[config.mk]
export PLATFORM = sky130hd
export DESIGN_NAME = sent_rx_fast_unpack
export DESIGN_NICKNAME = d
export VERILOG_FILES = /design/src/rtl/sent_rx_fast_unpack.sv
export SDC_FILE = /design/constraint.sdc
export NUM_CORES = 1
export LEC_CHECK = 0
export BUFFER_PORTS_ARGS = -buffer_cell sky130_fd_sc_hd__clkbuf_2
export CORE_MARGIN = 2
export CORE_UTILIZATION = 45
export CTS_CLUSTER_SIZE = 25
export DETAILED_ROUTE_END_ITERATION = 10
export HOLD_SLACK_MARGIN = 0.06
export PLACE_DENSITY = 0.74
export REMOVE_ABC_BUFFERS = 1
export SETUP_SLACK_MARGIN = 0.5
export SLEW_MARGIN = 20
export SYNTH_ARGS = -nofsm -noshare
export SYNTH_HDL_FRONTEND = slang
export SYNTH_SLANG_ARGS = --single-unit
[constraint.sdc]
create_clock -name clk_rx -period 5.85 [get_ports clk_rx]
set_clock_uncertainty 0.05 [all_clocks]
set_input_delay 0.8775 -clock clk_rx [delete_from_list [all_inputs] [get_ports clk_rx]]
set_output_delay 0.8775 -clock clk_rx [all_outputs]
set_load 0.01 [all_outputs]
[src/rtl/sent_rx_fast_unpack.sv]
// SENT fast-channel unpacker: pulls decoded frames from the store FIFO, splits the
// nibbles by fast-channel format and writes tagged ch1/ch2 words to the RX FIFO.
module sent_rx_fast_unpack #(
  parameter int NIBBLES      = 6,
  parameter int OUT_W        = 16,
  parameter int FRAMES_SHORT = 16,
  parameter int FRAMES_LONG  = 18,
  parameter int FLAG_DEPTH   = 32,
  parameter int DROP_BAD     = 0
) (
  input  logic                 clk_rx,
  input  logic                 reset_rx,
  input  logic                 start,
  input  logic                 channel_format,
  input  logic [15:0]          format_id,
  input  logic                 crc_done,
  input  logic                 crc_ok,
  input  logic                 store_empty,
  output logic                 store_rd_en,
  input  logic [NIBBLES*4-1:0] store_data,
  input  logic                 fifo_full,
  output logic                 wr_en,
  output logic [OUT_W-1:0]     wr_data,
  output logic                 wr_chan,
  output logic                 wr_err,
  output logic                 busy,
  output logic                 done,
  output logic                 fmt_err,
  output logic                 flag_ovf
);
  localparam int SW = NIBBLES * 4;
  localparam int AW = $clog2(FLAG_DEPTH);
  localparam int CW = $clog2(FRAMES_LONG + 1);

  typedef enum logic [2:0] {
    S_IDLE, S_FETCH, S_LATCH, S_CH1, S_CH2, S_NEXT, S_DONE
  } state_t;

  state_t          state, state_nxt;
  logic [2:0]      fmt_q;
  logic            long_q;
  logic [CW-1:0]   frame_cnt;
  logic [CW-1:0]   frame_target;
  logic            flag_p1;
  logic [SW-1:0]   frame_p1;
  logic [OUT_W-1:0] data_hold;
  logic            chan_hold, err_hold;
  logic            wr, flag_pop;
  logic            write_ok, has_ch2, last_frame, sec_fail;
  logic [OUT_W-1:0] cur_data;
  logic            cur_chan, cur_err;

  logic            flag_mem [FLAG_DEPTH];
  logic [AW-1:0]   flag_wr_ptr, flag_rd_ptr;
  logic [AW:0]     flag_cnt;
  logic            flag_pop_eff, flag_push_eff, flag_head;

  // 0 marks an unsupported format; 1..7 are carried through as-is
  function automatic logic [2:0] fmt_code(input logic [15:0] id);
    if (id >= 16'd1 && id <= 16'd7) return id[2:0];
    return 3'd0;
  endfunction

  function automatic logic [OUT_W-1:0] unpack_ch1(input logic [2:0] f, input logic [SW-1:0] d);
    case (f)
      3'd6:    return OUT_W'({d[23:12], d[11:10]});
      3'd7:    return OUT_W'(d[23:8]);
      default: return OUT_W'(d[23:12]);
    endcase
  endfunction

  function automatic logic [OUT_W-1:0] unpack_ch2(input logic [2:0] f, input logic [SW-1:0] d);
    case (f)
      3'd1:    return OUT_W'({d[3:0], d[7:4], d[11:8]});
      3'd4:    return OUT_W'(d[11:4]);
      3'd6:    return OUT_W'({d[9:8], d[3:0], d[7:4]});
      3'd7:    return OUT_W'({d[3:0], d[7:4]});
      default: return '0;
    endcase
  endfunction

  // CRC flag FIFO; a pop on empty reads 0, a push on full is dropped and flagged
  assign flag_pop_eff  = flag_pop && (flag_cnt != '0);
  assign flag_push_eff = crc_done && ((flag_cnt != (AW+1)'(FLAG_DEPTH)) || flag_pop_eff);
  assign flag_head     = flag_pop_eff ? flag_mem[flag_rd_ptr] : 1'b0;

  always_ff @(posedge clk_rx) begin
    if (flag_push_eff) flag_mem[flag_wr_ptr] <= crc_ok;
  end

  always_ff @(posedge clk_rx or posedge reset_rx) begin
    if (reset_rx) begin
      flag_wr_ptr <= '0;
      flag_rd_ptr <= '0;
      flag_cnt    <= '0;
      flag_ovf    <= 1'b0;
    end else begin
      if (flag_push_eff) flag_wr_ptr <= flag_wr_ptr + AW'(1);
      if (flag_pop_eff)  flag_rd_ptr <= flag_rd_ptr + AW'(1);
      case ({flag_push_eff, flag_pop_eff})
        2'b10:   flag_cnt <= flag_cnt + (AW+1)'(1);
        2'b01:   flag_cnt <= flag_cnt - (AW+1)'(1);
        default: flag_cnt <= flag_cnt;
      endcase
      if (crc_done && !flag_push_eff) flag_ovf <= 1'b1;
    end
  end

  assign frame_target = long_q ? CW'(FRAMES_LONG) : CW'(FRAMES_SHORT);
  assign last_frame   = (frame_cnt + CW'(1)) == frame_target;
  assign write_ok     = (fmt_q != 3'd0) && ((DROP_BAD == 0) || flag_p1);
  assign has_ch2      = (fmt_q == 3'd1) || (fmt_q == 3'd4) || (fmt_q == 3'd6) || (fmt_q == 3'd7);
  assign sec_fail     = (fmt_q == 3'd4) && (frame_p1[3:0] != ~frame_p1[23:20]);

  always_comb begin
    state_nxt = state;
    flag_pop  = 1'b0;
    wr        = 1'b0;
    case (state)
      S_IDLE:  if (start) state_nxt = S_FETCH;
      S_FETCH: if (!store_empty) begin
        flag_pop  = 1'b1;
        state_nxt = S_LATCH;
      end
      S_LATCH: state_nxt = write_ok ? S_CH1 : S_NEXT;
      S_CH1:   if (!fifo_full) begin
        wr        = 1'b1;
        state_nxt = has_ch2 ? S_CH2 : S_NEXT;
      end
      S_CH2:   if (!fifo_full) begin
        wr        = 1'b1;
        state_nxt = S_NEXT;
      end
      S_NEXT:  state_nxt = last_frame ? S_DONE : S_FETCH;
      S_DONE:  state_nxt = S_IDLE;
      default: state_nxt = S_IDLE;
    endcase
  end

  // p1: frame word registered in LATCH, unpacked while in CH1/CH2
  always_ff @(posedge clk_rx) begin
    if (state == S_LATCH) frame_p1 <= store_data;
  end

  assign cur_chan = (state == S_CH2);
  assign cur_data = cur_chan ? unpack_ch2(fmt_q, frame_p1) : unpack_ch1(fmt_q, frame_p1);
  assign cur_err  = !flag_p1 || sec_fail;

  always_ff @(posedge clk_rx or posedge reset_rx) begin
    if (reset_rx) begin
      state     <= S_IDLE;
      fmt_q     <= 3'd0;
      long_q    <= 1'b0;
      frame_cnt <= '0;
      flag_p1   <= 1'b0;
      fmt_err   <= 1'b0;
      data_hold <= '0;
      chan_hold <= 1'b0;
      err_hold  <= 1'b0;
    end else begin
      state <= state_nxt;
      if (state == S_IDLE && start) begin
        fmt_q     <= fmt_code(format_id);
        long_q    <= channel_format;
        frame_cnt <= '0;
        fmt_err   <= (fmt_code(format_id) == 3'd0);
      end
      if (flag_pop) flag_p1 <= flag_head;
      if (state == S_NEXT) frame_cnt <= frame_cnt + CW'(1);
      if (wr) begin
        data_hold <= cur_data;
        chan_hold <= cur_chan;
        err_hold  <= cur_err;
      end
    end
  end

  assign store_rd_en = flag_pop;
  assign wr_en       = wr;
  assign wr_data     = wr ? cur_data : data_hold;
  assign wr_chan     = wr ? cur_chan : chan_hold;
  assign wr_err      = wr ? cur_err  : err_hold;
  assign busy        = (state != S_IDLE);
  assign done        = (state == S_DONE);
endmodule

==> results of run 1 <==
[final timing paths]
| kind | depth (start not counted) | end | start | slack (ns) |
|---|---|---|---|---|
| max reg2reg | 11 | flag_cnt[5] | state[0] | 2.45 |
| max | 7 | wr_err | state[0] | 2.03 |
| min reg2reg | 2 | chan_hold | chan_hold | 0.44 |
| min in group asynchronous | 2 | flag_wr_ptr[3] | reset_rx | 0.62 |
| min | 2 | chan_hold | chan_hold | 0.44 |
| max in group asynchronous | 2 | data_hold[13] | reset_rx | 4.61 |
[area by class of cell]
| cell class | count | area [um^2] |
|---|---|---|
| fillers | 998 | 5380 |
| inverters | 14 | 53.8 |
| multi-input cells | 304 | 2140 |
| clock inverters | 6 | 57.6 |
| clock buffers | 10 | 239 |
| repair buffers | 72 | 363 |
| flip-flops and latches | 105 | 2910 |
| well taps | 143 | 179 |
[where the power goes]
group          internal, mW  total [mW]  switching [mW]
Combinational         0.404       0.874           0.470
Sequential            0.965        1.17           0.209
Clock                 0.340       0.600           0.260
[state kept, by name, summed over array words and instances (netlist names)]
name and count:
err_hold 1, chan_hold 1, flag_mem 32, flag_cnt 6, frame_p1 24, state 3
fmt_err 1, long_q 1, flag_p1 1, flag_ovf 1, flag_wr_ptr 5, flag_rd_ptr 5
data_hold 16, fmt_q 3, frame_cnt 5
[synthesized netlist by cell type, drive strengths merged, types with 11 or more instances]
cell type / count / area share (%)
a211oi: 12 / 1.7
a21oi: 15 / 1.7
o21ai: 25 / 2.4
nor2: 55 / 4.0
nand2: 40 / 2.9
inv: 14 / 1.0
a22o: 11 / 1.9
buf: 11 / 1.1
mux2i: 22 / 4.2
dfrtp: 49 / 24
edfxtp: 56 / 32
clkbuf: 13 / 0.94
xnor2: 16 / 2.7
[metal layers]
| metal | vias to the layer above | global-route usage (%) | share of wire [%] |
|---|---|---|---|
| li1 | 1769 | - | - |
| met4 | 0 | 7.16 | 1.5 |
| met5 | - | 0 | 0 |
| met1 | 1816 | 22.6 | 41 |
| met2 | 108 | 32.5 | 52 |
| met3 | 13 | 5.23 | 4.9 |
[through the flow]
step	utilization (%)	total power, mW	hold WS (ns)	setup slack, ns	area (um^2)
global placement	49.8	2.01	0.409	2.26	5630
CTS	52.4	2.67	0.438	2.06	5930
floorplan	-	1.77	0.400	2.43	5090
finish	52.4	2.65	0.437	2.03	5940
global route	52.4	2.82	0.475	1.74	5940
detailed placement	49.8	2.06	0.411	2.12	5630
[layout by cell type, fill, tap and decap left out, types with 6 or more instances in the layout]
cell and count:
a21oi_1 14, nand2_1 39, mux2i_1 22, a22o_1 11
dfrtp_1 49, a31oi_1 8, a211oi_1 12, inv_1 12
o21ai_0 24, clkbuf_2 71, edfxtp_1 56, mux4_2 8
xnor2_1 16, clkbuf_16 9, ha_1 10, nand3_1 6
nor2_1 54
[worst max-delay path, cell delays in order (launching register included)]
cell,delay (ns)
dfrtp_1,0.62
inv_1,0.22
or3_1,0.62
and2_1,0.44
inv_1,0.20
nor2_1,0.05
a31oi_1,0.19
clkbuf_2,0.19
[kinds of logic after synthesis]
group	after synthesis	synth area share, %
buffers and inverters	38	3.03
adder cells (fa/ha/maj)	11	2.79
multiplexers	35	8.79
AO/OA/AOI/OAI	97	13.3
flip-flops	105	56.0
AND/OR/NAND/NOR	142	12.9
XOR/XNOR	19	3.20
==> impl_metrics.ini, run 1 <==
[synthesis]
ys.flop_type = edfxtp_1
ys_seq_area_share_pct = 56.0
yosysWarnings = 0
syn_avg_cell_area_um2 = 11.6
synth_cell_types = 61
synth_edf_count = 56
syn-cell-area_um2 = 5190
postSynth.asyncResetShare_pct = 46.7
syn_inst = 447
synth-seq-cells = 105

[clock_tree]
cts_resized = 0
cts_setup_buffers = 0
cts_tree = done
ctsLongestPathBuffers = 2
cts_max_level = 3
cts_sinks = 105
cts_buffers = 9
clk_pin_slew_worst_paths_ns = 0.07
postCtsHoldBufs = 0
clock_latency_ns = 0.35
cts-root-buf = clkbuf_16

[worst_hold_path]
holdCritPathClass = flop to flop

[sta]
max_freq_mhz = 262
finalHoldViolCount = 0
setup-tns-final_ns = 0
maxSlewHeadroom_pct = 41.0
setup_viol = 0
rsz0062_at_grt = no
min_period_ns = 3.82
tightest_slew_ns = 0.884
slew_viol_final = 0
period_share_pct = 65.2

[die]
die-area_um2 = 12400
ioPinCount = 72
fp.dieH_um = 111
num_rows = 39
die_w_um = 111
start_util_pct = 45.9
core_area_um2 = 11300

[setup_path]
crit_path_end_kind = output port
crit_fanout = 19
critPathLaunchType = flop
crit_type = flop to output port
crit_required_ns = 4.92
cp.arrival_ns = 2.89

[final_layout]
final_nets = 565
final-instance-count-excl-fill = 654
num_antenna_cells = 0
drive_gt1_share_pct = 21.7
syn_to_final_growth_pct = 14.3

[route]
drt_iter0_markers = 326
final_antenna_net_count = 0
vias = 3706
drc = 0
wl_per_cell_um = 17.2
routed_wirelength_um = 11200
via_per_inst = 5.67
first_pass_iters = 4

[placed_design]
dp_cells = 638
port_buffers = 71
gp_congestion = 0.821
place_hpwl_um = 7970

[power]
power-per-cell-area_nw_per_um2 = 446
p_leak_nw = 2.32
ir_worst_vdd_v = 0.000322

[grt]
grt-ovfl-total = 0
grt_pass1_vias = 3758
antenna_found_initial = 0
grt_max_degree = 50
grt_usage_pct = 18.8
grt_pass1_wl_um = 18400

[run_status]
status = complete, no violations

[run]
drv_cap = 0
No activity file was read; power rests on OpenSTA's default activity.
==> run 2: changes to the inputs <==
ABC_AREA = 1   (was not set)
PLACE_DENSITY = 0.76   (was 0.74)
clock period = 3.24 ns   (was 5.85 ns; I/O delays follow)
==> impl_metrics.ini, run 2 <==
[final_layout]
final_common_cell = nand2_1
fin_area_um2 = 6050
final_core_util_pct = 53.2
largest_reg_flops = 32
final_cell_mix = nand2_1 (143), clkbuf_2 (71), inv_1 (60)
final-instance-count-excl-fill = 789
num_antenna_cells = 0
top_regs = flag_mem (32), frame_p1 (24), data_hold (16)
top_register = flag_mem
final_nets = 700
drive_gt1_share_pct = 18.6
syn_to_final_growth_pct = 15.5

[sta]
finalHoldViolCount = 0
maxSlewHeadroom_pct = 41.7
max_freq_mhz = 383
rsz0062_at_grt = no
period_share_pct = 80.6
slew_viol_final = 0
min_period_ns = 2.61
tightest_slew_ns = 0.874
setup_viol = 0
setup_ws_ns = 0.629
hold_slack_ns = 0.192
setup-tns-final_ns = 0

[setup_path]
cpMaxStageDelayCell = dfrtp_1
critPathLaunchType = flop
cp.arrival_ns = 2.07
worstPathCellList = nor2_2 > inv_1 > nor2_4 > nand2_2 > nand2_2 > inv_4 > a22oi_1 > o21ai_0 > clkbuf_2
path_common_cell = nand2_2
crit_fanout = 17
worst-path-buf-inv = 3
crit_required_ns = 2.70
crit_family = simple AND/OR/NAND/NOR gates
crit_type = flop to output port
max_stage_delay_ns = 0.45
crit_path_end_kind = output port

[die]
core_area_um2 = 11400
die_w_um = 112
ioPinCount = 72
start_util_pct = 46.1
die-area_um2 = 12500
num_rows = 39
fp.dieH_um = 112

[synthesis]
synth_area_leaders = edfxtp_1 (32%), dfrtp_1 (23%), nand2_1 (10%)
synth_cell_types = 43
yosysTopAreaCellShare_pct = 32.1
syn_inst = 567
postSynth.asyncResetShare_pct = 46.7
yosysWarnings = 0
ys_top_cells_by_count = nand2_1 (144), inv_1 (61), nor2_1 (57)
synth-seq-cells = 105
syn_avg_cell_area_um2 = 9.24
synth_edf_count = 56
yosysMostFrequentCell = nand2_1
syn-cell-area_um2 = 5240
yosys.area.top_type = edfxtp_1
ys.flop_type = edfxtp_1
ys_seq_area_share_pct = 55.5

[route]
via_per_inst = 5.28
first_pass_iters = 7
final_antenna_net_count = 0
wl_per_cell_um = 14.7
drt_iter0_markers = 258
wirelength_met1_um = 4860
dr_wl_met2_um = 5920
routed_wirelength_um = 11600
top_layer = met4
dr_wl_met3_um = 618
vias = 4169
drc = 0

[clock_tree]
cts_sinks = 105
clk_pin_slew_worst_paths_ns = 0.08
clock_latency_ns = 0.36
ctsLongestPathBuffers = 2
cts_tree = done
cts-root-buf = clkbuf_16
cts_max_level = 3
cts_buffers = 9
cts_setup_buffers = 0

[grt]
grt_pass1_wl_um = 19400
antenna_found_initial = 0
grt_pass1_vias = 4167
grt_usage_pct = 19.3
grt_max_degree = 50
grt-ovfl-total = 0

[placed_design]
port_buffers = 71
place_area_um2 = 5730
pre_cts_slack_ns = 0.753
dp_cells = 773
gp_congestion = 0.961
place_hpwl_um = 8570

[worst_hold_path]
holdCritPathClass = input pin to asynchronous set/reset pin

[run_status]
status = complete, no violations

[power]
ir_worst_vdd_v = 0.000493
report.power.total_mw = 4.61
p_leak_nw = 2.74
power-per-cell-area_nw_per_um2 = 762

[run]
drv_cap = 0
==> run 2: repair_timing <==
item / in CTS / in global routing
resized for setup: 1 / 6
hold buffers: 0 / 0
gates cloned: 0 / 0
setup endpoints to repair: 10 / 13
==> run 2: layer usage <==
metal / track usage [%] / vias up
met5: 0 / -
met4: 7.08 / 0
met3: 4.35 / 16
met2: 33.3 / 134
met1: 23.8 / 1971
li1: - / 2048
==> run 2: cells by family after synthesis <==
| family | Yosys count | share of synthesized area (%) |
|---|---|---|
| buffers and inverters | 78 | 6.02 |
| adder cells (fa/ha/maj) | 11 | 2.77 |
| XOR/XNOR | 16 | 2.82 |
| AND/OR/NAND/NOR | 286 | 23.9 |
| flip-flops | 105 | 55.5 |
| AO/OA/AOI/OAI | 71 | 9.03 |
==> run 2: path summary, 6_finish.rpt <==
| check | from | to | slack (ns) | cells after the start |
|---|---|---|---|---|
| min in group clk_rx | store_data[14] | frame_p1[14] | 0.26 | 1 |
| max reg2reg | state[2] | flag_cnt[5] | 0.73 | 15 |
| max | state[0] | wr_data[2] | 0.63 | 9 |
| max in group asynchronous | reset_rx | frame_cnt[4] | 2.40 | 2 |
| min | reset_rx | flag_wr_ptr[4] | 0.19 | 2 |
| min reg2reg | chan_hold | chan_hold | 0.44 | 2 |
==> run 2: worst reg2reg max path, stage by stage, from the launching register on <==
cell	delay, ns
dfrtp_1	0.38
inv_2	0.13
nand3_2	0.13
nor2_4	0.21
nand2_4	0.11
nor2_1	0.32
ha_1	0.36
nand2_1	0.10
nand2_1	0.06
nand2_1	0.06
nand3_1	0.10
nand3b_1	0.19
nand2_1	0.07
nand2_1	0.05
nand2_1	0.05
inv_1	0.04
==> run 2: final cells by class <==
type / instances / area [um^2]
inverter: 69 / 263
multi-input combinational: 384 / 2040
clock inverter: 7 / 75.1
fill: 1038 / 5320
timing repair buffer: 72 / 363
tap: 143 / 179
clock buffer: 9 / 225
sequential: 105 / 2910
==> run 2: report_power, final <==
| part | leakage (nW) | internal, mW | switching, mW |
|---|---|---|---|
| clock | 0.143 | 0.545 | 0.540 |
| combinational | 1.47 | 0.546 | 1.00 |
| sequential | 1.13 | 1.72 | 0.264 |
==> run 3: changes to the inputs <==
ABC_AREA = 0   (was 1)
clock period = 2.3 ns   (was 3.24 ns; I/O delays follow)
==> impl_metrics.ini, run 3 (synthesis results as in run 1) <==
[sta]
maxSlewHeadroom_pct = 58.8
setup_viol = 60
min_period_ns = 2.67
slew_viol_final = 0
period_share_pct = 116
setup_ws_ns = -0.375
tightest_slew_ns = 0.611
max_freq_mhz = 374
finalHoldViolCount = 0
rsz0062_at_grt = yes

[setup_path]
timing.rr.end = flag_cnt[5]
reg2reg_from = state[1]
critPathLaunchType = flop
crit_type = flop to flop
reg2reg_depth = 11
crit_path_end_kind = flop
crit_required_ns = 2.53
crit_fanout = 3
worstSetupStartpoint = state[1]
ff2ff_setup_slack_ns = -0.37
cp.arrival_ns = 2.90

[placed_design]
port_buffers = 71
place_area_um2 = 6000
gp_congestion = 0.887
place_hpwl_um = 8490

[run]
drv_cap = 0

[grt]
grt_pass1_vias = 4401
grt_usage_pct = 21.8
grt_max_degree = 33
grt_pass1_wl_um = 21600
antenna_found_initial = 0
grt-ovfl-total = 0

[final_layout]
syn_to_final_growth_pct = 51.6
top_register = flag_mem
drive_gt1_share_pct = 53.2
final_nets = 674
final_cell_mix = clkbuf_2 (58), edfxtp_1 (56), buf_6 (55)
num_antenna_cells = 0
largest_reg_flops = 32
final_core_util_pct = 69.6
fin_area_um2 = 7880
final_common_cell = clkbuf_2
top_regs = flag_mem (32), frame_p1 (24), data_hold (16)

[route]
via_per_inst = 5.89
first_pass_iters = 5
wl_per_cell_um = 20.5
drc = 0
vias = 4495
drt_iter0_markers = 386
routed_wirelength_um = 15600
final_antenna_net_count = 0

[power]
power-per-cell-area_nw_per_um2 = 1200
p_leak_nw = 3.10
ir_worst_vdd_v = 0.000833

[die]
num_rows = 39
die-area_um2 = 12400
ioPinCount = 72
start_util_pct = 45.9
core_area_um2 = 11300
die_w_um = 111
fp.dieH_um = 111

[clock_tree]
ctsLongestPathBuffers = 2
cts_sinks = 105
clock_latency_ns = 0.37
cts_tree = done
cts-root-buf = clkbuf_16
cts_max_level = 3
clk_pin_slew_worst_paths_ns = 0.08
cts_buffers = 9

[worst_hold_path]
hold_depth = 1
holdCritPathClass = input pin to flop
whs_endpoint = frame_p1[18]
hp-start = store_data[18]

[run_status]
status = finished with violations
violations = negative setup slack
run 3: worst max-delay path, cell delays in order (launching register included):
cell      delay, ns
dfrtp_1        0.38
or4b_4         0.57
inv_4          0.08
o21a_4         0.13
nand2_4        0.06
inv_6          0.08
ha_4           0.21
a211oi_2       0.24
o21bai_2       0.11
a21oi_2        0.21
mux2_4         0.34
o221ai_2       0.13
run 3: report_power, final:
group | internal [mW] | leakage (nW) | switching [mW]
clock network | 0.857 | 0.148 | 0.751
logic | 2.57 | 1.83 | 2.37
registers | 2.46 | 1.12 | 0.460
total | 5.89 | 3.10 | 3.58
run 3: worst max path at each step:
stage / end / slack, ns
after floorplan: flag_cnt[5] / -0.74
after global placement: flag_cnt[5] / -0.46
after detailed placement: flag_cnt[5] / -0.58
after CTS: flag_cnt[5] / -0.31
after global routing: flag_cnt[5] / -0.47
final: flag_cnt[5] / -0.37
run 3: cell type report:
| cell class | instances | area [um^2] |
|---|---|---|
| Fill cell | 699 | 3440 |
| Multi-Input combinational cell | 306 | 2940 |
| Sequential cell | 105 | 2910 |
| Timing Repair Buffer | 179 | 1480 |
| Clock buffer | 9 | 225 |
| Tap cell | 143 | 179 |
| Clock inverter | 7 | 76.3 |
| Inverter | 14 | 65.1 |
run 3: layer usage:
layer | wire [um] | GRT usage [%] | up-vias
met5 | 0 | 0 | -
met4 | 621 | 10.3 | 0
met3 | 819 | 3.97 | 49
met2 | 8440 | 38.6 | 218
met1 | 5770 | 25.8 | 2242
li1 | - | - | 1986
run 3: what timing repair did:
item | in CTS | in global routing
setup buffers | 30 | 26
endpoints found under the hold margin | 22 | 0
setup endpoints to repair | 85 | 91
cloned | 3 | 0
pin swaps | 44 | 30
gates resized for setup | 172 | 113
hold buffers | 1 | 0
run 3: stage by stage:
step	worst slack [ns]	setup TNS [ns]	std cells	hold slack [ns]	power [mW]
CTS	-0.306	-3.56	737	0.101	8.37
global route	-0.470	-11.06	763	0.103	9.88
global placement	-0.459	-0.987	687	0.341	5.48
detailed placement	-0.582	-1.32	687	0.367	5.65
finish	-0.375	-8.76	763	0.101	9.47
floorplan	-0.736	-2.15	423	0.394	4.50
